### src/rtl/cwt_rf_pkg.sv
// ---------------------------------------------------------------------------
// cwt_rf_pkg
// Shared definitions for the CWT coefficient register-file readout path.
//   DEF_NUMBER_OF_REGISTERS : default number of register-file entries (64)
//   DEF_BITS                : default word width (16)
//   DEF_IDX_W               : default index width, clog2 of the entry count
//   rd_state_t              : readout FSM states {IDLE, STREAM}
// ---------------------------------------------------------------------------
package cwt_rf_pkg;
   localparam int DEF_NUMBER_OF_REGISTERS = 64;
   localparam int DEF_BITS                = 16;
   localparam int DEF_IDX_W               = $clog2(DEF_NUMBER_OF_REGISTERS);

   typedef enum logic [0:0] {
      IDLE   = 1'b0,
      STREAM = 1'b1
   } rd_state_t;
endpackage

### src/rtl/reg_file_reader_if.sv
// ---------------------------------------------------------------------------
// reg_file_reader_if
// Valid/ready word stream leaving the register-file readout engine.
//   OutData  : current word
//   OutIdx   : register index of OutData
//   OutValid : OutData/OutIdx/OutLast are valid
//   OutLast  : current word is the final word of the readout
//   OutReady : downstream accepts the word when high
// master = producer (readout engine), slave = consumer.
// ---------------------------------------------------------------------------
interface reg_file_reader_if #(
   parameter int BITS  = cwt_rf_pkg::DEF_BITS,
   parameter int IDX_W = cwt_rf_pkg::DEF_IDX_W
);
   logic [BITS-1:0]  OutData;
   logic [IDX_W-1:0] OutIdx;
   logic             OutValid;
   logic             OutLast;
   logic             OutReady;

   modport master (
      output OutData,
      output OutIdx,
      output OutValid,
      output OutLast,
      input  OutReady
   );

   modport slave (
      input  OutData,
      input  OutIdx,
      input  OutValid,
      input  OutLast,
      output OutReady
   );
endinterface

### src/rtl/reg_word_mux.sv
// ---------------------------------------------------------------------------
// reg_word_mux
// Combinational NUMBER_OF_REGISTERS:1 word selector on the flattened
// register-file read bus.
//   reg_data : flattened bus, entry i at [i*BITS +: BITS]
//   sel      : entry to select
//   word     : selected entry
// ---------------------------------------------------------------------------
module reg_word_mux #(
   parameter int NUMBER_OF_REGISTERS = cwt_rf_pkg::DEF_NUMBER_OF_REGISTERS,
   parameter int BITS                = cwt_rf_pkg::DEF_BITS,
   parameter int IDX_W               = cwt_rf_pkg::DEF_IDX_W
) (
   input  logic [NUMBER_OF_REGISTERS*BITS-1:0] reg_data,
   input  logic [IDX_W-1:0]                    sel,
   output logic [BITS-1:0]                     word
);
   logic [BITS-1:0] words [NUMBER_OF_REGISTERS];

   generate
      for (genvar gi = 0; gi < NUMBER_OF_REGISTERS; gi++) begin : g_split
         assign words[gi] = reg_data[gi*BITS +: BITS];
      end
   endgenerate

   assign word = words[sel];
endmodule

### src/rtl/reg_file_reader.sv
// ---------------------------------------------------------------------------
// reg_file_reader
// Walks the register file's parallel read bus from index 0 upward and emits
// one word per accepted transfer on a valid/ready stream.
//   clk, rst : clock, synchronous active-high reset
//   Start    : begin a readout (honoured in IDLE only)
//   Length   : words to read, sampled with Start, clamped to the entry count
//   Abort    : end an active readout without a Done pulse
//   RegData  : flattened register-file read bus
//   out_if   : output word stream (OutData/OutIdx/OutValid/OutLast/OutReady)
//   Busy     : high while streaming
//   Done     : one-cycle pulse on normal completion
// All outputs are registered; RegData feeds only the OutData D-input.
// ---------------------------------------------------------------------------
module reg_file_reader
   import cwt_rf_pkg::*;
#(
   parameter int NUMBER_OF_REGISTERS = DEF_NUMBER_OF_REGISTERS,
   parameter int BITS                = DEF_BITS,
   parameter int IDX_W               = $clog2(NUMBER_OF_REGISTERS)
) (
   input  logic                                clk,
   input  logic                                rst,
   input  logic                                Start,
   input  logic [IDX_W:0]                      Length,
   input  logic                                Abort,
   input  logic [NUMBER_OF_REGISTERS*BITS-1:0] RegData,
   output logic                                Busy,
   output logic                                Done,
   reg_file_reader_if.master                   out_if
);
   localparam logic [IDX_W:0]   NREG  = (IDX_W+1)'(NUMBER_OF_REGISTERS);
   localparam logic [IDX_W:0]   ONE_L = (IDX_W+1)'(1);
   localparam logic [IDX_W:0]   TWO_L = (IDX_W+1)'(2);
   localparam logic [IDX_W-1:0] ONE_I = IDX_W'(1);

   rd_state_t        state_q, state_d;
   logic [IDX_W:0]   len_q, len_d;
   logic [BITS-1:0]  data_q, data_d;
   logic [IDX_W-1:0] idx_q, idx_d;
   logic             valid_q, valid_d;
   logic             last_q, last_d;
   logic             busy_q, busy_d;
   logic             done_q, done_d;

   logic [IDX_W:0]   len_clamped;
   logic [IDX_W-1:0] idx_inc;
   logic [IDX_W-1:0] mux_sel;
   logic [BITS-1:0]  mux_word;
   logic             is_final;
   logic             next_is_final;

   assign len_clamped   = (Length > NREG) ? NREG : Length;
   assign idx_inc       = idx_q + ONE_I;
   assign is_final      = ({1'b0, idx_q} == (len_q - ONE_L));
   assign next_is_final = (({1'b0, idx_q} + TWO_L) == len_q);

   // The mux always looks at the word that would be loaded next: entry 0
   // when a readout is about to start, idx+1 while streaming. On the final
   // word idx_inc may wrap, but nothing is loaded then.
   assign mux_sel = (state_q == STREAM) ? idx_inc : '0;

   reg_word_mux #(
      .NUMBER_OF_REGISTERS (NUMBER_OF_REGISTERS),
      .BITS                (BITS),
      .IDX_W               (IDX_W)
   ) u_mux (
      .reg_data (RegData),
      .sel      (mux_sel),
      .word     (mux_word)
   );

   always_comb begin
      state_d = state_q;
      len_d   = len_q;
      data_d  = data_q;
      idx_d   = idx_q;
      valid_d = valid_q;
      last_d  = last_q;
      busy_d  = busy_q;
      done_d  = 1'b0;

      case (state_q)
         IDLE: begin
            if (Start) begin
               if (len_clamped == '0) begin
                  done_d = 1'b1;
               end else begin
                  len_d   = len_clamped;
                  data_d  = mux_word;
                  idx_d   = '0;
                  last_d  = (len_clamped == ONE_L);
                  valid_d = 1'b1;
                  busy_d  = 1'b1;
                  state_d = STREAM;
               end
            end
         end
         STREAM: begin
            // Abort wins over a same-cycle transfer.
            if (Abort) begin
               valid_d = 1'b0;
               last_d  = 1'b0;
               busy_d  = 1'b0;
               state_d = IDLE;
            end else if (valid_q && out_if.OutReady) begin
               if (is_final) begin
                  valid_d = 1'b0;
                  last_d  = 1'b0;
                  busy_d  = 1'b0;
                  done_d  = 1'b1;
                  state_d = IDLE;
               end else begin
                  idx_d  = idx_inc;
                  data_d = mux_word;
                  last_d = next_is_final;
               end
            end
         end
         default: state_d = IDLE;
      endcase
   end

   always_ff @(posedge clk) begin
      if (rst) begin
         state_q <= IDLE;
         len_q   <= '0;
         data_q  <= '0;
         idx_q   <= '0;
         valid_q <= 1'b0;
         last_q  <= 1'b0;
         busy_q  <= 1'b0;
         done_q  <= 1'b0;
      end else begin
         state_q <= state_d;
         len_q   <= len_d;
         data_q  <= data_d;
         idx_q   <= idx_d;
         valid_q <= valid_d;
         last_q  <= last_d;
         busy_q  <= busy_d;
         done_q  <= done_d;
      end
   end

   assign out_if.OutData  = data_q;
   assign out_if.OutIdx   = idx_q;
   assign out_if.OutValid = valid_q;
   assign out_if.OutLast  = last_q;
   assign Busy            = busy_q;
   assign Done            = done_q;
endmodule

### src/flat_wrapper.sv
// flat-port wrapper written by rule: the top's interface ports become plain ports
module reg_file_reader_flat import cwt_rf_pkg::*;
#(
   parameter int NUMBER_OF_REGISTERS = DEF_NUMBER_OF_REGISTERS,
   parameter int BITS                = DEF_BITS,
   parameter int IDX_W               = $clog2(NUMBER_OF_REGISTERS)
)
  (clk, rst, Start, Length, Abort, RegData, Busy, Done, out_if_OutData, out_if_OutIdx, out_if_OutValid, out_if_OutLast, out_if_OutReady);
  reg_file_reader_if #(.BITS(BITS), .IDX_W(IDX_W)) out_if_i ();
  input  logic clk;
  input  logic rst;
  input  logic Start;
  input  logic [IDX_W:0] Length;
  input  logic Abort;
  input  logic [NUMBER_OF_REGISTERS*BITS-1:0] RegData;
  output logic Busy;
  output logic Done;
  output wire logic [$bits(out_if_i.OutData)-1:0] out_if_OutData;
  output wire logic [$bits(out_if_i.OutIdx)-1:0] out_if_OutIdx;
  output wire logic [$bits(out_if_i.OutValid)-1:0] out_if_OutValid;
  output wire logic [$bits(out_if_i.OutLast)-1:0] out_if_OutLast;
  input wire logic [$bits(out_if_i.OutReady)-1:0] out_if_OutReady;
  assign out_if_OutData = out_if_i.OutData;
  assign out_if_OutIdx = out_if_i.OutIdx;
  assign out_if_OutValid = out_if_i.OutValid;
  assign out_if_OutLast = out_if_i.OutLast;
  assign out_if_i.OutReady = out_if_OutReady;
  reg_file_reader #(.NUMBER_OF_REGISTERS(NUMBER_OF_REGISTERS), .BITS(BITS), .IDX_W(IDX_W)) u_core (.clk(clk), .rst(rst), .Start(Start), .Length(Length), .Abort(Abort), .RegData(RegData), .Busy(Busy), .Done(Done), .out_if(out_if_i));
endmodule
### config.mk
export PLATFORM = sky130hd
export DESIGN_NAME = reg_file_reader_flat
export DESIGN_NICKNAME = d
export VERILOG_FILES = /design/src/rtl/cwt_rf_pkg.sv /design/src/rtl/reg_file_reader_if.sv /design/src/rtl/reg_word_mux.sv /design/src/rtl/reg_file_reader.sv /design/src/flat_wrapper.sv
export SDC_FILE = /design/constraint.sdc
export NUM_CORES = 1
export LEC_CHECK = 0
export ABC_CLOCK_PERIOD_IN_PS = 4770
export BUFFER_PORTS_ARGS = -buffer_cell sky130_fd_sc_hd__buf_4
export CORE_AREA = 2 2 409 411
export DETAILED_ROUTE_END_ITERATION = 6
export DIE_AREA = 0 0 411 413
export GPL_ROUTABILITY_DRIVEN = 0
export PLACE_DENSITY_LB_ADDON = 0.3
export SETUP_SLACK_MARGIN = 0.15
export SLEW_MARGIN = 10
export SYNTH_ARGS = -nofsm -noshare
export SYNTH_HDL_FRONTEND = slang
export SYNTH_SLANG_ARGS = --single-unit
export TNS_END_PERCENT = 1
### constraint.sdc
create_clock -name clk -period 4.77 [get_ports clk]
set_input_delay 0.7155 -clock clk [delete_from_list [all_inputs] [get_ports clk]]
set_output_delay 0.7155 -clock clk [all_outputs]
set_load 0.005 [all_outputs]
# Word level (Yosys, flattened, before mapping)
# Cells that the tools add are included.
# totals
register_bits	33
output_inout_bits	26
word_cells	72
in_bits	1036
# op_classes
n_mux	41
bitwise_logic	3
n_reduce_logical	6
magnitude_cmp	2
n_eq_ne	10
n_addsub	3
# ops
cell	count
16-bit two-way mux	7
16-bit binary-select mux with 6-bit select	1
6-bit two-way mux	6
16-bit one-hot mux with 2 select lines	1
1-bit two-way mux	20
6-bit one-hot mux with 2 select lines	1
2-bit != test, second input constant	5
1-bit one-hot mux with 2 select lines	4
6-bit by 2-bit adder with 7-bit output, second input constant	1
6-bit by 7-bit equality test with 1-bit output	1
7-bit by 1-bit equality test with 1-bit output, second input constant	1
7-bit equality test	1
7-bit greater-or-equal comparator, second input constant	1
7-bit > comparator, second input constant	1
7-bit logical NOT	1
7-bit two-way mux	1
6-bit inverter with 7-bit output	1
7-bit by 1-bit subtractor with 7-bit output, second input constant	1
6-bit by 1-bit adder with 6-bit output, second input constant	1
3-bit != test, second input constant	2
3-bit AND reduction	2
5-bit AND reduction	1
4-bit AND reduction	1
1-bit inverter	2
1-bit logical AND	1

# Longest topological paths before layout
# Gate-level depths: netlist (run 1).
# depth
depth_word	10
mapped_depth	12
ltp_nobuf	9

# Hierarchy
# From an unflattened synthesis (run 1), not the netlist that was laid out.
# unflattened
cells_unflattened	881
hier_area_um2	10078.4
# modules_own_cells
module	area_per_inst_um2	cells_per_inst	seq_area_each_um2	instances
reg_word_mux	8236.6	662	0.0	1
reg_file_reader	1841.8	219	660.6	1

# Worst setup path before layout (run 1)
# No wires, ideal clock.
# synth_path
kind	reg-to-reg
startpoint	register u_core.idx_q[1] (netlist: u_core.out_if.OutIdx[1])
endpoint	register u_core.data_q[3] (netlist: u_core.out_if.OutData[3])
n_path_buf	3
setup_ps	144
synth_period_minus_slack_ps	2638
stages_incl_launch_ff	12
path_slack_ps	2132
arrival_ps	2494
required_ps	4626
cell_sequence	dfxtp_1 -> ha_1 -> xnor2_2 -> nor2_2 -> buf_4 -> buf_6 -> buf_2 -> mux4_2 -> o22ai_1 -> nor3_1 -> o311ai_0 -> o221ai_1
# synth_between
elab_chain_cells	10
word_cells_on_any_way	15
cone_classes	1 x add/sub; 2 x eq/ne; 10 x mux; 1 x bitwise; 1 x reduce/logical
# synth_lines
item	line	rtl
start: declaration	reg_file_reader.sv:40	logic [IDX_W-1:0] idx_q, idx_d;
start signal: assignment	reg_file_reader.sv:138	idx_q <= idx_d;
6-bit by 1-bit adder with 6-bit output	reg_file_reader.sv:54	assign idx_inc = idx_q + ONE_I;
6-bit two-way mux	reg_file_reader.sv:61	assign mux_sel = (state_q == STREAM) ? idx_inc : '0;
6-bit inverter with 7-bit output (implied by the code)	reg_word_mux.sv:26	assign word = words[sel];
16-bit binary-select mux with 6-bit select	reg_word_mux.sv:26	
16-bit two-way mux (implied by the code) (2 in a row)	reg_word_mux.sv:26	
16-bit two-way mux	reg_file_reader.sv:107	if (is_final) begin
16-bit two-way mux	reg_file_reader.sv:106	end else if (valid_q && out_if.OutReady) begin
16-bit two-way mux	reg_file_reader.sv:101	if (Abort) begin
16-bit one-hot mux with 2 select lines	reg_file_reader.sv:83	case (state_q)
end signal: assignment	reg_file_reader.sv:137	data_q <= data_d;
end: declaration	reg_file_reader.sv:39	logic [BITS-1:0] data_q, data_d;
# Parallel ways exist; a longest one is shown, timed or not. The select of a mux whose other input is x is not followed.
# A chain may end at the register's enable or synchronous reset.

# Final worst setup path (run 1)
# layout_path
startpoint	register u_core.idx_q[1] (netlist: u_core.out_if.OutIdx[1])
endpoint	register u_core.data_q[6] (netlist: u_core.out_if.OutData[6])
# Same word-level chain as after synthesis.

==> results of run 1 <==
## layout make-up
class                   instances  area share [%]
repair buffers               1140           39.94
inverters                       9          0.1777
multi-input cells            1161           43.34
clock inverters                 3         0.08025
well taps                    2204           12.63
diodes                         18          0.2064
flip-flops and latches         33           3.049
clock buffers                   5          0.5732
## Yosys cell counts (5+ instances only)
| library cell | count | share of area (%) |
|---|---|---|
| nand2_1 | 236 | 8.2 |
| mux4_2 | 116 | 24 |
| mux2i_1 | 92 | 8.5 |
| nand3_1 | 74 | 3.4 |
| buf_2 | 70 | 3.2 |
| a21oi_1 | 65 | 3.0 |
| clkbuf_1 | 55 | 1.9 |
| o21ai_0 | 46 | 2.1 |
| nor2_1 | 45 | 1.6 |
| nor3_1 | 44 | 2.0 |
| o221ai_1 | 42 | 3.4 |
| o211ai_1 | 34 | 2.4 |
| o22ai_1 | 34 | 2.0 |
| dfxtp_1 | 33 | 6.1 |
| a311oi_1 | 28 | 2.3 |
| a211oi_1 | 26 | 1.8 |
| mux2_2 | 26 | 2.7 |
| and3_1 | 23 | 1.3 |
| buf_4 | 20 | 1.4 |
| or3_1 | 19 | 1.1 |
| a31oi_1 | 17 | 0.99 |
| nor4_1 | 15 | 0.87 |
| a211o_1 | 13 | 1.1 |
| and2_1 | 13 | 0.75 |
| buf_1 | 11 | 0.38 |
| a22o_1 | 10 | 0.81 |
| a22oi_1 | 10 | 0.70 |
| o32ai_1 | 10 | 0.81 |
| inv_1 | 9 | 0.31 |
| or4_1 | 9 | 0.63 |
| a2111oi_0 | 8 | 0.65 |
| xor2_1 | 8 | 0.65 |
| nand4_1 | 7 | 0.41 |
| nor3b_1 | 7 | 0.49 |
| o311ai_0 | 7 | 0.57 |
| xnor2_1 | 7 | 0.57 |
| buf_6 | 6 | 0.63 |
| nand2b_1 | 6 | 0.35 |
| nand3b_1 | 6 | 0.42 |
| a311o_1 | 5 | 0.46 |
| o2111ai_1 | 5 | 0.41 |
| o21a_1 | 5 | 0.35 |
## worst min path at each step
stage / to / slack, ps / depth (start not counted)
3_3_place_gp: u_core.out_if.OutData[7] / 500 / 2
6_report: u_core.out_if.OutData[7] / 510 / 2
5_1_grt: u_core.out_if.OutData[7] / 550 / 2
2_1_floorplan: u_core.out_if.OutData[0] / 460 / 2
4_1_cts: u_core.out_if.OutData[7] / 510 / 2
3_5_place_dp: u_core.out_if.OutData[7] / 500 / 2
## worst max-delay path, delay by kind of cell (launching register included)
family / cells / cell delay [ps]
AND/OR/NAND/NOR: 1 / 230
AO/OA/AOI/OAI: 5 / 1830
flip-flops: 1 / 430
multiplexers: 1 / 600
adder cells (fa/ha/maj): 1 / 330
buffers and inverters: 1 / 330
## sequential cells by signal, indices dropped and copies added (netlist names)
register                count
u_core.out_if.OutLast       1
u_core.state_q              1
u_core.Done                 1
u_core.len_q                7
u_core.out_if.OutIdx        6
u_core.out_if.OutData      16
u_core.out_if.OutValid      1
## logic make-up (layout without fill, tap and decap cells)
group	Yosys count	after routing	share of synthesized area [%]
mux	234	234	35.46
fa+ha+maj	3	3	0.3479
xor+xnor	17	17	1.519
other cells	0	18	0
simple gates	513	513	22.24
buf+inv	172	1157	7.919
compound gates	394	394	26.40
flops	33	33	6.122
## through the flow
step	cells	util [%]	hold WS (ps)
floorplan	1366	-	464.7
global placement	4544	13.02	500.1
detailed placement	4547	13.04	500.4
CTS	4555	13.13	514.0
global route	4561	13.14	545.5
finish	4573	13.16	511.1
## layer usage
metal	share of wire, %	global-route usage, %	up-vias
li1	-	-	7448
met1	42	21.54	8559
met2	50	29.67	917
met3	6.0	2.466	126
met4	1.6	2.349	26
met5	0.11	0	-
## power by group through the flow
stage	sequential, mW	clock [mW]	combinational, mW
floorplan	0.309	0	0.453
global route	0.321	0.430	1.63
CTS	0.320	0.432	1.57
detailed placement	0.326	0	1.57
global placement	0.327	0	1.57
finish	0.317	0.408	1.54
==> out/qor.txt, run 1 <==
Syn Inst Count - 1,366
placed cell areas - 21,640 um^2
R2R depth - 9
Max FO, Critical Path - 54
crit-path cells - ha_1 > a21boi_1 > o21a_4 > buf_12 > and3_1 > a31oi_1 > mux4_2 > a21oi_1 > a311oi_1
antenna violations before repair - 71
Fill cells - 19,270
Setup TNS - 0 ps
commonest cells after routing, fill and taps aside - 1,126 x buf_4, 234 x nand2_1, 116 x mux4_2
Final Hold Fails - 0
die area - 169,700 um^2
hpwl dp - 129,900 um
number of clock sinks - 33
insertion delay to the later sink of the worst-skew pair - 330 ps
area occupied by multi-input gates - 9460 um^2
maximum vdd drop - 117.4 uV
Area Growth Syn to Fin - 102.3%
number of synthesized flops with an enable pin - 0
leak pwr - 8.785 nW
CP endpoint kind - flop
hold_buf cts - 0
Yosys reg bits - 33
final period utilization - 85.55%
Syn Area/Cell - 7.900 um^2
Die H - 413 um
Psw - 0.9357 mW
CTS tree - yes
Unique masters post-synth - 71
PwrDens - 104.0 nW/um^2
IO Pins - 1,062
TritonCTS buffer count - 5
Hold WC Path Type - reg -> reg
wire per inst - 32.84 um
CP arrival - 4270 ps
Setup Buffers After CTS - 0
run status - finished, final reports clean
WS Path Type - reg -> reg
netlist area before placement - 10,790 um^2
TritonRoute pass-1 iters - 5
Cell Int Power - 1.333 mW
Pwr Total - 2.269 mW
Synth Flop Type - dfxtp_1
Worst R2R End - u_core.out_if.OutData[6]
Clock Skew - 15.68 ps
via/cell ratio - 3.734
Critical Path RT - 4960 ps
register area share after synthesis - 6.122%
max-cap violations - 0
GRT Total Usage - 16.67%
NumNets Final - 3,389
Clk pwr share - 18.0%
core region area - 165,900 um^2
CP max-delay cell - mux4_2
initial DRC count - 1,201
sequential share of power - 14.0%
RSZ-0062 raised after global routing - no
Final Critical Period - 4081 ps
register clock-pin slew on the reported worst setup and hold paths - 90 ps
flop-to-flop setup slack - 690 ps
remaining global-route overflow - 0
fraction of registers with async set/reset - 0%
min-delay src - u_core.out_if.OutData[7]
largest net degree at the start of global routing - 59
max-slew violations - 0
H-tree level count - 2
DRT antenna net count - 0
via count - 17,080
fmax - 245.1 MHz
Final setup viols - 0
switching share of power - 41.24%
YS warnings - 0
drt drc - 0
Worst R2R Start - u_core.out_if.OutIdx[1]
Rel. slew slack - 24.78%
design area - 21,830 um^2
register area - 665.6 um^2
layout cells sized above 1 - 56.32%
Slew @ Worst Pin - 1123 ps
Setup WS pre-CTS - 696.9 ps
Syn Nets - 2,405
most common cell after layout, fill and taps aside - buf_4
max incr delay on CP - 600 ps
buffer type at the clock tree root - clkbuf_16
Die Width - 411 um
Site Rows - 150
IO buf count - 1,061
cts repair resizes - 0
Startpoint Class - flop
critical path capture point - u_core.out_if.OutData[6]
vias in the first global route - 17,150
Max Root-Sink Buffers - 2
setup slack after layout - 689.2 ps
Critical Path Start - u_core.out_if.OutIdx[1]
Gate power share - 68.0%
starting density of the core - 6.505%
first-pass GRT wire length - 184,000 um
Routed WL - 150,200 um
Power figures use the tool's default switching activity.
==> run 2: changes to the inputs <==
- ABC_CLOCK_PERIOD_IN_PS: 4770 -> 3500
- CORE_AREA: 2 2 409 411 -> 2 2 411 413
- DIE_AREA: 0 0 411 413 -> 0 0 413 415
- clock period: 4.77 -> 3.5 ns (I/O delays scaled with it)
==> run 2 against run 1 <==
Against the previous run:
- critical path depth increased by 2
- setup slack worse by 590 ps
- via count increased by 2.2%
- sequential share of layout area shrank 0.13 points
- clock skew increased by 5.4 ps
- critical path type unchanged
- largest cell class unchanged
- largest power group unchanged
- highest routed layer unchanged
==> out/qor.txt, run 2 (synthesis results as in run 1) <==
number of clock sinks - 33 (unchanged)
Clock Skew - 21.10 ps (+5.416 ps)
H-tree level count - 2 (unchanged)
TritonCTS buffer count - 5 (unchanged)
min-delay src - Length[4]
via count - 17,460 (+2.2%)
CTS tree - yes
met1 GRT Util - 21.04% (-0.49 points)
hold depth - 3 (+1)
largest net degree at the start of global routing - 49 (-17%)
wire per inst - 32.09 um (-2.3%)
core region area - 166,700 um^2 (+0.45%)
Rel. slew slack - 23.80% (-0.98 points)
max-slew violations - 0 (unchanged)
CP endpoint kind - flop
drt drc - 0 (unchanged)
IO Pins - 1,062 (unchanged)
vias in the first global route - 18,020 (+5.1%)
Site Rows - 150 (unchanged)
flop-to-flop setup slack - 100 ps (-590 ps)
final period utilization - 97.03% (+11 points)
DRT antenna net count - 0 (unchanged)
R2R depth - 11 (+2)
max reg flops - 16 (unchanged)
maximum vdd drop - 172.9 uV (+47%)
Startpoint Class - flop
Die H - 415 um (+0.48%)
leak pwr - 9.249 nW (+5.3%)
run status - finished, final reports clean
via/cell ratio - 3.744 (+0.26%)
WS Path Type - reg -> reg
Slew @ Worst Pin - 1134 ps (+11.22 ps)
CP arrival - 3580 ps (-690 ps)
Final Critical Period - 3396 ps (-684.6 ps)
dpl cells - 4,626 (+1.7%)
PwrDens - 138.8 nW/um^2 (+34%)
grt peak-use layer - met2
NumNets Final - 3,474 (+2.5%)
Max FO, Critical Path - 18 (-67%)
placed cell areas - 22,350 um^2 (+3.3%)
design area - 22,770 um^2 (+4.3%)
Die Width - 413 um (+0.49%)
Worst R2R Start - u_core.out_if.OutIdx[1]
Pwr Total - 3.161 mW (+39%)
Hold WC Path Type - in -> reg
commonest cells after routing, fill and taps aside - 1,202 x buf_4, 234 x nand2_1, 116 x mux4_2
starting density of the core - 6.475% (-0.029 points)
die area - 171,400 um^2 (+0.97%)
RSZ-0062 raised after global routing - yes
Critical Path Start - u_core.out_if.OutIdx[1]
insertion delay to the later sink of the worst-skew pair - 340 ps (about the same)
layout cells sized above 1 - 58.46% (+2.1 points)
remaining global-route overflow - 0 (unchanged)
initial DRC count - 1,713 (+43%)
TritonRoute pass-1 iters - 6 (+1)
Routed WL - 149,600 um (-0.36%)
max-cap violations - 0 (unchanged)
most common cell after layout, fill and taps aside - buf_4
Critical Path RT - 3680 ps (-1280 ps)
buffer type at the clock tree root - clkbuf_16
Worst R2R End - u_core.out_if.OutData[8]
hold_buf cts - 0 (unchanged)
WHS Endpoint - u_core.len_q[4]
Final Hold Fails - 0 (unchanged)
met2 usage - 29.17% (-0.50 points)
M3 GR Usage - 3.088% (+0.62 points)
Max Root-Sink Buffers - 2 (unchanged)
antenna violations before repair - 74 (+4.2%)
Setup TNS - 0 ps (unchanged)
register clock-pin slew on the reported worst setup and hold paths - 90 ps (about the same)
first-pass GRT wire length - 186,200 um (+1.2%)
Area Growth Syn to Fin - 111.0%
hpwl dp - 130,000 um (+0.10%)
fmax - 294.5 MHz (+20%)
Finished Layout Cells - 4,663 (+2.0%)
IO buf count - 1,061 (unchanged)
GRT Total Usage - 16.62% (-0.054 points)
Final setup viols - 0 (unchanged)
## run 2: changes by cell type in the layout (fill, tap and decap cells not counted), sizes merged
cell	delta
clkinv	-1
diode	+5
buf	+83
bufinv	+1
bufbuf	+1
clkbuf	+1
## run 2: worst max-delay path by stage
| stage | to | cells past startpoint |
|---|---|---|
| 3_3_place_gp | u_core.out_if.OutData[4] | 9 |
| 4_1_cts | u_core.out_if.OutData[8] | 9 |
| 3_5_place_dp | u_core.out_if.OutData[8] | 9 |
| 6_report | u_core.out_if.OutData[8] | 11 |
| 5_1_grt | u_core.out_if.OutData[8] | 12 |
| 2_1_floorplan | u_core.out_if.OutData[3] | 11 |
## run 2: layer usage
layer  vias to the layer above  routed length (um)
li1                       7627                   -
met1                      8656               61940
met2                      1011               74370
met3                       133               10480
met4                        30                2651
met5                         -                 197
## run 2: final cells by class
| cell class | instances | area, um^2 |
|---|---|---|
| inverters | 9 | 38.79 |
| clock inverters | 3 | 46.29 |
| multi-input cells | 1161 | 9583 |
| diodes | 23 | 57.56 |
| flip-flops and latches | 33 | 665.6 |
| well taps | 2204 | 2758 |
| clock buffers | 5 | 125.1 |
| fillers | 19280 | 143900 |
| repair buffers | 1225 | 9493 |
## run 2: stage by stage
| stage | setup WS, ps | hold slack [ps] | utilization (%) |
|---|---|---|---|
| floorplan | 861.9 | 464.7 | - |
| global placement | -1157 | 483.1 | 13.39 |
| detailed placement | -327.5 | 477.8 | 13.41 |
| CTS | 55.63 | 466.3 | 13.59 |
| global route | -50.41 | 486.3 | 13.64 |
| finish | 103.8 | 486.0 | 13.66 |
## run 2: timing repair
item,in CTS,in global routing
pin swaps,4,3
buffers inserted,5,0
cloned,1,0
endpoints found under the setup margin,12,11
resized for setup,10,14
## run 2: where the power goes
part | total, mW | internal (mW) | switching (mW)
Clock | 0.655 | 0.342 | 0.313
Combinational | 2.08 | 1.18 | 0.898
Sequential | 0.430 | 0.397 | 0.0324
## run 2: critical path, cell delays in order, from the launching register on
cell	delay, ps
dfxtp_1	330
buf_4	170
ha_4	200
xnor2_4	160
nor2_4	250
buf_12	240
mux4_2	330
mux2_2	350
a2111oi_1	590
buf_4	200
or4_1	260
a311oi_1	150
==> run 3: changes to the inputs <==
- CORE_AREA: 2 2 411 413 -> 4 4 413 415
- DIE_AREA: 0 0 413 415 -> 0 0 417 419
==> run 3 against run 2 <==
Against the previous run:
- critical path type unchanged
- highest routed layer unchanged
- sequential cell count is the same
- hold slack gained 1.9 ps
- power grew 0.31%
- non-clock buffer count shrank 11
- clock skew grew 6.4 ps
- clock power shrank 3.2%
- first-iteration DRC count shrank 17%
- critical path depth is the same
- die area grew 1.9%
- final cell count shrank 0.15%
- largest cell class unchanged
- combinational power is essentially flat
==> out/qor.txt, run 3 (synthesis results as in run 1) <==
Final setup viols - 0 (unchanged)
Final Critical Period - 3288 ps (-108.2 ps)
fmax - 304.1 MHz (+3.3%)
switching share of power - 39.13% (-0.21 points)
final period utilization - 93.94% (-3.1 points)
flop-to-flop setup slack - 210 ps (+110 ps)
min-delay src - Length[3]
leak pwr - 9.154 nW (-1.0%)
wire per inst - 32.59 um (+1.6%)
sequential share of power - 13.5% (about the same)
Fill cells - 19,270 (-0.067%)
most common cell after layout, fill and taps aside - buf_4
Worst R2R End - u_core.out_if.OutData[11]
hpwl dp - 133,700 um (+2.8%)
antenna violations before repair - 74 (unchanged)
NumNets Final - 3,463 (-0.32%)
drt drc - 0 (unchanged)
buffer type at the clock tree root - clkbuf_16
Rel. slew slack - 26.35% (+2.6 points)
Psw - 1.241 mW (-0.22%)
first-pass GRT wire length - 189,400 um (+1.7%)
H-tree level count - 2 (unchanged)
Clk pwr share - 20.0% (-0.7 points)
Slew @ Worst Pin - 1077 ps (-57.42 ps)
insertion delay to the later sink of the worst-skew pair - 350 ps (about the same)
TritonRoute pass-1 iters - 6 (unchanged)
worst hold slack - 487.9 ps (+1.895 ps)
run status - finished, final reports clean
max-slew violations - 0 (unchanged)
Routed WL - 151,700 um (+1.4%)
Setup WS pre-CTS - -337.2 ps (-9.682 ps)
Critical Path RT - 3740 ps (+60 ps)
IO buf count - 1,061 (unchanged)
number of clock sinks - 33 (unchanged)
layout cells sized above 1 - 57.90% (-0.56 points)
DRT antenna net count - 0 (unchanged)
Gate power share - 66.5% (+0.8 points)
die area - 174,700 um^2 (+1.9%)
area occupied by multi-input gates - 9502 um^2 (-0.85%)
R2R depth - 11 (unchanged)
Max FO, Critical Path - 36 (+18)
Finished Layout Cells - 4,656 (-0.15%)
RSZ-0062 raised after global routing - yes
register clock-pin slew on the reported worst setup and hold paths - 80 ps (about the same)
setup slack after layout - 212.1 ps (+108.2 ps)
Clock Skew - 27.49 ps (+6.396 ps)
placed cell areas - 22,200 um^2 (-0.64%)
Area Growth Syn to Fin - 108.9%
IO Pins - 1,062 (unchanged)
Startpoint Class - flop
design area - 22,550 um^2 (-0.97%)
dpl cells - 4,617 (-0.19%)
CP arrival - 3520 ps (-60 ps)
CTS tree - yes
PwrDens - 140.6 nW/um^2 (+1.3%)
max reg flops - 16 (unchanged)
Cell Int Power - 1.930 mW (+0.65%)
via/cell ratio - 3.760 (+0.44%)
remaining global-route overflow - 0 (unchanged)
commonest cells after routing, fill and taps aside - 1,195 x buf_4, 234 x nand2_1, 116 x mux4_2
Site Rows - 150 (unchanged)
core region area - 166,700 um^2 (unchanged)
WHS Endpoint - u_core.len_q[3]
Die H - 419 um (+0.96%)
initial DRC count - 1,415 (-17%)
Hold WC Path Type - in -> reg
largest net degree at the start of global routing - 67 (+37%)
vias in the first global route - 18,050 (+0.17%)
hold depth - 3 (unchanged)
starting density of the core - 6.475% (unchanged)
Final Hold Fails - 0 (unchanged)
Critical Path Start - u_core.out_if.OutIdx[0]
Max Root-Sink Buffers - 2 (unchanged)
fin util - 13.53% (-0.13 points)
CP endpoint kind - flop
maximum vdd drop - 180.2 uV (+4.2%)
Worst R2R Start - u_core.out_if.OutIdx[0]
TritonCTS buffer count - 5 (unchanged)
Die Width - 417 um (+0.97%)
via count - 17,510 (+0.29%)
max-cap violations - 0 (unchanged)
GRT Total Usage - 16.47% (-0.14 points)
WS Path Type - reg -> reg
hold_buf cts - 0 (unchanged)
register area - 665.6 um^2 (unchanged)
==> run 3: changes by cell type in the layout (fill, tap and decap cells not counted), moves of 2 or more <==
cell and change:
a211oi_1 +3, diode_2 +4, a31oi_1 +3, a31oi_2 -3
nor4_1 +3, buf_12 -2, nor3_1 -2, buf_4 -7
nor4_2 -3, a211oi_4 -3
==> run 3: timing repair <==
| action | CTS | global route |
|---|---|---|
| setup endpoints to repair | 11 | 10 |
| pin swaps | 2 | 0 |
| cloned | 0 | 0 |
| setup buffers | 4 | 0 |
| gates resized for setup | 12 | 1 |
==> run 3: how the worst max path moves through the flow <==
stage | to | slack [ps] | depth (start not counted)
after floorplan | u_core.out_if.OutData[3] | 860 | 11
after global placement | u_core.out_if.OutData[11] | -820 | 10
after detailed placement | u_core.out_if.OutData[14] | -340 | 9
after CTS | u_core.out_if.OutData[9] | 160 | 11
after global routing | u_core.out_if.OutData[11] | 20 | 11
final | u_core.out_if.OutData[11] | 210 | 11
==> run 3: routing by layer <==
| metal | vias to the layer above | share of wire, % | GRT usage, % |
|---|---|---|---|
| li1 | 7612 | - | - |
| met3 | 117 | 7.0 | 3.602 |
| met2 | 943 | 49 | 28.20 |
| met5 | - | 0.084 | 0 |
| met4 | 20 | 1.2 | 2.229 |
| met1 | 8816 | 43 | 21.64 |
==> run 3: area by class of cell <==
class,instances,area share [%]
Sequential cell,33,2.952
Clock inverter,3,0.2053
Timing Repair Buffer,1214,41.44
Tap cell,2204,12.23
Clock buffer,5,0.5550
Inverter,9,0.1720
Antenna cell,27,0.2997
Multi-Input combinational cell,1161,42.14
==> run 3: critical path, stage by stage (launching register included) <==
cell and delay (ps):
dfxtp_4 500, ha_4 250, xor2_4 260, buf_6 350
buf_4 370, and3_1 200, a211oi_1 50, a211o_1 410
a21oi_1 240, nor4_2 80, buf_4 160, o32ai_1 270
==> run 3: stage by stage <==
stage / total power, mW / setup TNS [ps]
floorplan: 1.038 / 0
global placement: 2.561 / -1646
detailed placement: 2.559 / -1115
CTS: 3.233 / 0
global route: 3.333 / 0
finish: 3.171 / 0
==> run 3: power groups by stage <==
stage / Clock, mW / Combinational, mW / Sequential, mW
after global placement: 0 / 2.12 / 0.438
final: 0.634 / 2.11 / 0.429
after detailed placement: 0 / 2.12 / 0.437
after global routing: 0.666 / 2.24 / 0.432
after CTS: 0.670 / 2.13 / 0.429
after floorplan: 0 / 0.617 / 0.421
